==> src/rtl/bcd_subtractor_serial_pkg.sv <==
// Shared types and constants for the digit-serial BCD subtractor.
package bcd_subtractor_serial_pkg;

   typedef enum logic [1:0] {
      ST_IDLE = 2'd0,
      ST_SUB  = 2'd1,
      ST_DONE = 2'd2
   } state_t;

   localparam int BCD_BASE      = 10;
   localparam int BCD_MAX_DIGIT = 9;

   function automatic logic digit_ok(input logic [3:0] dig);
      return dig <= 4'(BCD_MAX_DIGIT);
   endfunction

endpackage

==> src/rtl/bcd_subtractor_serial_digit.sv <==
// Single BCD digit subtract with borrow: d = a - b - borrow_in, folded into 0..9.
module bcd_digit_sub
   import bcd_subtractor_serial_pkg::*;
(
   input  logic [3:0] a,
   input  logic [3:0] b,
   input  logic       borrow_in,
   output logic [3:0] d,
   output logic       borrow_out
);

   // 5-bit two's complement covers -16..15 even for out-of-range digits
   logic [4:0] t;

   always_comb begin
      t          = {1'b0, a} - {1'b0, b} - {4'b0000, borrow_in};
      borrow_out = t[4];
      d          = borrow_out ? (t[3:0] + 4'(BCD_BASE)) : t[3:0];
   end

endmodule

==> src/rtl/bcd_subtractor_serial.sv <==
// Digit-serial packed-BCD subtractor, one digit per clock, least significant first.
// Optional invalid-digit flag (err port) is built when BCD_CHECK_EN is defined.
//
// state   | meaning
// --------+------------------------------------------------------------
// IDLE    | waiting for start; operands captured when start is seen
// SUB     | one digit per cycle, digit 0 first, DIGITS cycles in total
// DONE    | single cycle, done=1, D/BorrowOut (and err) just updated
module bcd_subtractor_serial
   import bcd_subtractor_serial_pkg::*;
#(
   parameter int DIGITS = 2
)(
   input  logic                  CLK,
   input  logic                  reset,
   input  logic                  start,
   input  logic [4*DIGITS-1:0]   A,
   input  logic [4*DIGITS-1:0]   B,
   input  logic                  BorrowIn,
   output logic                  busy,
   output logic                  done,
   output logic [4*DIGITS-1:0]   D,
   output logic                  BorrowOut
`ifdef BCD_CHECK_EN
   ,
   output logic                  err
`endif
);

   localparam int W = 4 * DIGITS;

   state_t         state, state_nxt;
   logic [W-1:0]   a_reg, b_reg, d_acc, d_final;
   logic           borrow, borrow_nxt;
   logic [3:0]     idx;
   logic [3:0]     a_dig, b_dig, d_dig;
   logic           last_dig;

   always_comb begin
      a_dig = '0;
      b_dig = '0;
      for (int i = 0; i < DIGITS; i++) begin
         if (idx == 4'(i)) begin
            a_dig = a_reg[4*i +: 4];
            b_dig = b_reg[4*i +: 4];
         end
      end
   end

   bcd_digit_sub u_digit (
      .a          (a_dig),
      .b          (b_dig),
      .borrow_in  (borrow),
      .d          (d_dig),
      .borrow_out (borrow_nxt)
   );

   // partial result with the current digit merged in, so the last digit lands in D directly
   always_comb begin
      d_final = d_acc;
      for (int i = 0; i < DIGITS; i++) begin
         if (idx == 4'(i)) d_final[4*i +: 4] = d_dig;
      end
   end

   assign last_dig = (idx == 4'(DIGITS - 1));

`ifdef BCD_CHECK_EN
   logic any_bad;

   always_comb begin
      any_bad = 1'b0;
      for (int i = 0; i < DIGITS; i++) begin
         if (!digit_ok(a_reg[4*i +: 4]) || !digit_ok(b_reg[4*i +: 4])) any_bad = 1'b1;
      end
   end
`endif

   always_ff @(posedge CLK or posedge reset) begin
      if (reset) state <= ST_IDLE;
      else       state <= state_nxt;
   end

   always_comb begin
      state_nxt = state;
      case (state)
         ST_IDLE: if (start) state_nxt = ST_SUB;
         ST_SUB:  if (last_dig) state_nxt = ST_DONE;
         ST_DONE: state_nxt = ST_IDLE;
         default: state_nxt = ST_IDLE;
      endcase
   end

   assign busy = (state != ST_IDLE);
   assign done = (state == ST_DONE);

   always_ff @(posedge CLK or posedge reset) begin
      if (reset) begin
         a_reg     <= '0;
         b_reg     <= '0;
         d_acc     <= '0;
         borrow    <= 1'b0;
         idx       <= '0;
         D         <= '0;
         BorrowOut <= 1'b0;
`ifdef BCD_CHECK_EN
         err       <= 1'b0;
`endif
      end else begin
         case (state)
            ST_IDLE: begin
               if (start) begin
                  a_reg  <= A;
                  b_reg  <= B;
                  borrow <= BorrowIn;
                  idx    <= '0;
                  d_acc  <= '0;
`ifdef BCD_CHECK_EN
                  err    <= 1'b0;
`endif
               end
            end
            ST_SUB: begin
               d_acc  <= d_final;
               borrow <= borrow_nxt;
               idx    <= idx + 4'd1;
               if (last_dig) begin
`ifdef BCD_CHECK_EN
                  if (any_bad) begin
                     D         <= '0;
                     BorrowOut <= 1'b0;
                     err       <= 1'b1;
                  end else begin
                     D         <= d_final;
                     BorrowOut <= borrow_nxt;
                  end
`else
                  D         <= d_final;
                  BorrowOut <= borrow_nxt;
`endif
               end
            end
            default: ;
         endcase
      end
   end

endmodule

==> config.mk <==
export PLATFORM = sky130hd
export DESIGN_NAME = bcd_subtractor_serial
export DESIGN_NICKNAME = d
export VERILOG_FILES = /design/src/rtl/bcd_subtractor_serial_pkg.sv /design/src/rtl/bcd_subtractor_serial_digit.sv /design/src/rtl/bcd_subtractor_serial.sv
export SDC_FILE = /design/constraint.sdc
export NUM_CORES = 1
export LEC_CHECK = 0
export ABC_CLOCK_PERIOD_IN_PS = 7000
export BUFFER_PORTS_ARGS = -buffer_cell sky130_fd_sc_hd__buf_2
export CORE_UTILIZATION = 25
export DETAILED_ROUTE_END_ITERATION = 10
export GPL_TIMING_DRIVEN = 0
export PLACE_DENSITY = 0.48
export SYNTH_ARGS = -nofsm -noshare
export SYNTH_HDL_FRONTEND = slang
export SYNTH_SLANG_ARGS = --single-unit
==> constraint.sdc <==
create_clock -name CLK -period 7 [get_ports CLK]
set_input_delay 0.7 -clock CLK [delete_from_list [all_inputs] [get_ports CLK]]
set_output_delay 0.7 -clock CLK [all_outputs]
set_load 0.05 [all_outputs]
==> results of run 1 <==
[kinds of logic after synthesis]
family                     Yosys count  share of synthesized area [%]
adders and majority gates           10                           7.55
DFF                                 36                           48.6
and+or+nand+nor                     94                           20.6
xor gates and xnor gates             4                           2.70
buffers and inverters               22                           4.72
muxes                                1                          0.539
AOI/OAI and AO/OA                   39                           15.3
[layer usage]
| layer | up-vias | track usage, % |
|---|---|---|
| met5 | - | 0 |
| met4 | 0 | 3.08 |
| met3 | 5 | 3.96 |
| met2 | 30 | 18.7 |
| met1 | 657 | 15.4 |
| li1 | 747 | - |
[cells in the mapped netlist, drive strengths merged (2+ instances only)]
library cell / number / share of area, %
a22o: 4 / 1.9
dfrtp: 36 / 49
ha: 8 / 5.4
and2: 5 / 1.8
a21o: 5 / 2.0
nor2: 13 / 2.6
clkbuf: 7 / 1.4
o22ai: 2 / 0.67
inv: 13 / 2.6
xnor2: 2 / 0.94
a21oi: 5 / 1.3
nand2: 69 / 14
a211oi: 2 / 0.81
o21ai: 12 / 3.2
a22oi: 4 / 1.6
fa: 2 / 2.2
nor2b: 2 / 0.67
buf: 2 / 0.67
[how the worst max path moves through the flow]
stage               slack, ns    to  depth (start not counted)   start
floorplan                3.66  D[2]                         13  idx[0]
global placement         3.02  D[2]                         13  idx[2]
detailed placement       2.94  D[2]                         13  idx[2]
CTS                      2.92  D[2]                         13  idx[2]
global route             2.72  D[2]                         13  idx[2]
finish                   2.98  D[2]                         13  idx[2]
[stage by stage]
stage	cell area, um^2	worst slack [ns]
finish	2260	2.98
global route	2260	2.72
CTS	2260	2.92
detailed placement	2130	2.94
global placement	2130	3.02
floorplan	1860	3.66
[cell type report]
| class | instances | area (um^2) |
|---|---|---|
| multi-input combinational | 148 | 867 |
| buffer | 9 | 38.8 |
| fill | 790 | 4960 |
| inverter | 13 | 48.8 |
| clock inverter | 1 | 30.0 |
| sequential | 36 | 901 |
| tap | 99 | 124 |
| clock buffer | 7 | 96.3 |
| timing repair buffer | 30 | 150 |
[critical path, delay by kind of cell, from the launching register on]
kind | cells | cell delay, ns
xor+xnor | 1 | 0.16
fa+ha+maj | 3 | 1.29
flops | 1 | 0.42
simple gates | 3 | 0.96
compound gates | 6 | 1.10
==> summary.md, run 1 <==
| Metric | Value |
|---|---|
| Final setup skew | 0.00970 ns |
| # setup viols final | 0 |
| CTS clk-pin slew, worst paths | 0.08 ns |
| Hold Violations, Final | 0 |
| DR WL met3 | 169 um |
| Peak Freq | 0.249 GHz |
| Vias in the first global route | 1407 |
| Fin crit share | 57.5% |
| Site Rows | 31 |
| Antenna viol nets, final | 0 |
| Drt first pass iters | 7 |
| DR top layer | met4 |
| First-pass GRT wire length | 6710 um |
| HP Class | reg2reg |
| Violated checks | DRC |
| Synthesized instance count | 206 |
| Worst path arrival time | 4.21 ns |
| Commonest non-fill, non-tap cell in the layout | nand2_1 |
| Worst Hold Depth | 2 |
| Initial core utilization | 25.7% |
| Worst-path maximum fanout | 7 |
| Clk root buf | clkbuf_8 |
| Outcome | finished, violations left |
| Routed length per instance | 11.8 um |
| Die Wd | 88.2 um |
| Maxcap violations | 0 |
| Placed Cells incl. Taps | 335 |
| Sequential-to-total area share from yosys stat | 48.6% |
| Ports | 31 |
| Cts bufs inserted | 5 |
| Largest net degree at the start of global routing | 37 |
| Core Footprint | 0.00721 mm^2 |
| Port Buffers | 30 |
| Post-synth cell types | 34 |
| TritonCTS clock tree | done |
| Fin nets | 273 |
| Share of cells above drive strength 1 | 18.4% |
| Post-Synthesis Net Count | 236 |
| Worst R2R Path Depth | 13 |
| Post-synth EDFFs | 0 |
| Total grt overflow | 0 |
| Post CTS Setup Buffer Count | 0 |
| Slew @ Worst Pin | 0.772 ns |
| Hold Slack | 0.471 ns |
| Post_cts resized | 0 |
| CTS Hold Bufs | 0 |
| Fin cells | 343 |
| Clk buf depth | 2 |
| Mapped cell area | 0.00186 mm^2 |
| DR vias | 1439 |
| GRT Util Overall | 11.8% |
| RSZ-0062 raised after global routing | no |
| Synth-to-layout area growth | 21.6% |
| Worst setup SP type | flip-flop |
| Chip Height | 88.2 um |
| Initial antenna violation count | 0 |
| Flops & latches, synth | 36 |
| Yosys warnings | 0 |
| Die area | 0.00777 mm^2 |
| Dpl hpwl | 2960 um |
| Predominant post-synthesis flop cell | dfrtp_1 |
| Synthesized area per cell | 9.01 um^2 |
| Crit-path max cell delay | 0.50 ns |
| Clock Latency Late Sink | 0.29 ns |
| WL final | 4060 um |
| Post-synth ARST share | 100% |
| RD Place Congestion | 0.714 |
| Worst Hold Endpoint | D[7] |
| Detailed-routed wire length on met2 | 1890 um |
| RR Endpoint | D[2] |
| H-tree levels | 2 |
| Fin crit period | 4.02 ns |
| R2r startpoint | idx[2] |
| Final Util | 31.3% |
| Kind of critical path | reg2reg |
| Via-per-instance ratio | 4.20 |
| FF-to-FF setup slack | 2.98 ns |
| Slowest cell on the critical path | nor2_1 |
| Most frequent cells in the layout | nand2_1, dfrtp_1, buf_2 |
| CP cell instances | nor2_1 -> nand2_1 -> nor2_1 -> a22oi_1 -> fa_1 -> fa_1 -> xnor2_1 -> ha_1 -> a21oi_1 -> o22ai_1 -> a21oi_1 -> a211oi_1 -> a21o_1 |
| Element type at the critical path end | flip-flop |
| Clk sinks | 36 |
| Slew Limit Fails | 0 |
| HP Start | D[7] |
| WP data required | 7.19 ns |
| DRC Markers | 2 |
| Antenna diodes | 0 |
| Relative slew margins | 48.5% |
| Initial DRC count | 47 |
| TNS Setup | 0 ns |
| M1 WL | 1970 um |
Power of run 1 is left out: the tool's default activity adds up to more than one toggle a clock period on the data nets, which glitch-free logic cannot reach.
==> run 2, diff against run 1 <==
--- a/config.mk
+++ b/config.mk
@@ -5,7 +5,7 @@
 export SDC_FILE = /design/constraint.sdc
 export NUM_CORES = 1
 export LEC_CHECK = 0
-export ABC_CLOCK_PERIOD_IN_PS = 7000
+export ABC_CLOCK_PERIOD_IN_PS = 4000
 export BUFFER_PORTS_ARGS = -buffer_cell sky130_fd_sc_hd__buf_2
 export CORE_UTILIZATION = 25
 export DETAILED_ROUTE_END_ITERATION = 10
==> constraint.sdc (replaced) <==
create_clock -name CLK -period 4 [get_ports CLK]
set_input_delay 0.4 -clock CLK [delete_from_list [all_inputs] [get_ports CLK]]
set_output_delay 0.4 -clock CLK [all_outputs]
set_load 0.05 [all_outputs]
==> run 2 against run 1 <==
Compared with the run above:
- the run still ends with DRC left
- non-clock buffer count unchanged
- via count up 0.14%
- final cell count unchanged
- flip-flop and latch count unchanged
- worst setup slack worse by 2.8 ns
- first-iteration DRC count unchanged
- final area up 0.39%
- critical path depth unchanged
- global-route usage unchanged
- highest routed layer unchanged
==> summary.md, run 2 (synthesis results as in run 1) <==
| Metric | Value |
|---|---|
| Outcome | finished, violations left (unchanged) |
| Violated checks | DRC (unchanged) |
| Peak Freq | 0.265 GHz (was 0.249 GHz) |
| WP data required | 4.19 ns (was 7.19 ns) |
| CTS Hold Bufs | 0 (unchanged) |
| RD Place Congestion | 0.714 (unchanged) |
| Chip Height | 88.2 um (unchanged) |
| Post CTS Setup Buffer Count | 0 (unchanged) |
| Initial core utilization | 25.7% (unchanged) |
| DRC Markers | 2 (unchanged) |
| Cts bufs inserted | 5 (unchanged) |
| GRT Util Overall | 11.8% (unchanged) |
| Maxcap violations | 0 (unchanged) |
| Setup slack after layout | 0.228 ns (was 2.98 ns) |
| Die Wd | 88.2 um (unchanged) |
| Largest net degree at the start of global routing | 37 (unchanged) |
| # setup viols final | 0 (unchanged) |
| Die area | 0.00777 mm^2 (unchanged) |
| Antenna viol nets, final | 0 (unchanged) |
| Worst setup SP type | flip-flop (unchanged) |
| Initial DRC count | 47 (unchanged) |
| Worst-path maximum fanout | 8 (was 7) |
| R2r startpoint | idx[0] (was idx[2]) |
| Via-per-instance ratio | 4.20 (about the same) |
| Most frequent cells in the layout | nand2_1, dfrtp_1, buf_2 (unchanged) |
| Drt first pass iters | 7 (unchanged) |
| Share of cells above drive strength 1 | 19.3% (was 18.4%) |
| Relative slew margins | 48.4% (was 48.5%) |
| Placement Setup Slack | -0.0555 ns (was 2.94 ns) |
| Final setup skew | 0.00970 ns (about the same) |
| H-tree levels | 2 (unchanged) |
| Clk root buf | clkbuf_8 (unchanged) |
| Ports | 31 (unchanged) |
| HP Class | in2async (was reg2reg) |
| Fin crit period | 3.77 ns (was 4.02 ns) |
| Total grt overflow | 0 (unchanged) |
| Slowest cell on the critical path | fa_1 (was nor2_1) |
| Worst setup path startpoint | idx[0] (was idx[2]) |
| CTS clk-pin slew, worst paths | 0.08 ns (about the same) |
| Fin nets | 273 (unchanged) |
| Hold Violations, Final | 0 (unchanged) |
| TNS Setup | 0 ns (unchanged) |
| Slew @ Worst Pin | 0.773 ns (was 0.772 ns) |
| Clock Latency Late Sink | 0.29 ns (about the same) |
| Worst path arrival time | 3.96 ns (was 4.21 ns) |
| FF-to-FF setup slack | 0.23 ns (was 2.98 ns) |
| Core Footprint | 0.00721 mm^2 (unchanged) |
| Port Buffers | 30 (unchanged) |
| Fin crit share | 94.3% (was 57.5%) |
| Vias in the first global route | 1407 (unchanged) |
| Initial antenna violation count | 0 (unchanged) |
| Commonest non-fill, non-tap cell in the layout | nand2_1 (unchanged) |
| Routed length per instance | 11.8 um (about the same) |
| Slew Limit Fails | 0 (unchanged) |
| Antenna diodes | 0 (unchanged) |
| TritonCTS clock tree | done (unchanged) |
| First-pass GRT wire length | 6710 um (unchanged) |
| Element type at the critical path end | flip-flop (unchanged) |
| Clk buf depth | 2 (unchanged) |
| Dpl hpwl | 2960 um (unchanged) |
| Kind of critical path | reg2reg (unchanged) |
| Synth-to-layout area growth | 22.0% (was 21.6%) |
| Clk sinks | 36 (unchanged) |
| DR vias | 1441 (was 1439) |
| Crit-path max cell delay | 0.49 ns (was 0.50 ns) |
| Site Rows | 31 (unchanged) |
| CP cell instances | ha_1 -> and2_1 -> clkbuf_2 -> a22o_1 -> fa_1 -> fa_1 -> xnor2_1 -> ha_1 -> a21oi_1 -> o22ai_1 -> a21oi_1 -> a211oi_1 -> a21o_1 (was nor2_1 -> nand2_1 -> nor2_1 -> a22oi_1 -> fa_1 -> fa_1 -> xnor2_1 -> ha_1 -> a21oi_1 -> o22ai_1 -> a21oi_1 -> a211oi_1 -> a21o_1) |
| RSZ-0062 raised after global routing | no (unchanged) |
| WL final | 4060 um (about the same) |
## run 2: cell count changes in the layout (fill, tap and decap cells not counted)
cell / change
clkbuf_1: -1
clkbuf_2: +1
nor2_1: -1
nor2_4: +1
## run 2: critical path: cells and delay by family, from the launching register on
kind	cells	cell delay [ns]
xor gates and xnor gates	1	0.16
AOI/OAI and AO/OA	6	1.15
DFF	1	0.45
buffers and inverters	1	0.19
and+or+nand+nor	1	0.18
adders and majority gates	4	1.55
## run 2: path summary, 6_finish.rpt
| check | end | depth (start not counted) |
|---|---|---|
| setup / recovery | D[2] | 13 |
| hold / removal | D[1] | 2 |
| setup reg to reg | D[2] | 13 |
| hold reg to reg | D[7] | 2 |
| max in group asynchronous | borrow | 2 |
| min in group CLK | a_reg[2] | 3 |
## run 2: area by class of cell
| class | instances | area [um^2] |
|---|---|---|
| clock buffer | 7 | 96.3 |
| timing repair buffer | 30 | 150 |
| fill | 789 | 4950 |
| clock inverter | 1 | 30.0 |
| buffer | 9 | 40.0 |
| tap | 99 | 124 |
| multi-input combinational | 148 | 875 |
| sequential | 36 | 901 |
| inverter | 13 | 48.8 |
## run 2: what timing repair did
action,4_1_cts,5_1_grt
gates resized for setup,1,3
endpoints found under the setup margin,2,4
cloned,0,0
hold endpoints to repair,0,0
## run 2: metrics by stage
stage,area (um^2),hold slack [ns],std cells,utilization [%]
floorplan,1860,0.446,206,-
global placement,2130,0.457,335,29.5
detailed placement,2130,0.460,335,29.5
CTS,2260,0.288,343,31.3
global route,2260,0.290,343,31.4
finish,2260,0.249,343,31.4
## run 2: layer usage
| metal | share of wire [%] | GRT usage [%] | up-vias |
|---|---|---|---|
| li1 | - | - | 747 |
| met1 | 49 | 15.4 | 660 |
| met2 | 47 | 18.7 | 29 |
| met3 | 3.9 | 3.96 | 5 |
| met4 | 0.79 | 3.08 | 0 |
| met5 | 0 | 0 | - |
Power of run 2 is left out for the same reason.
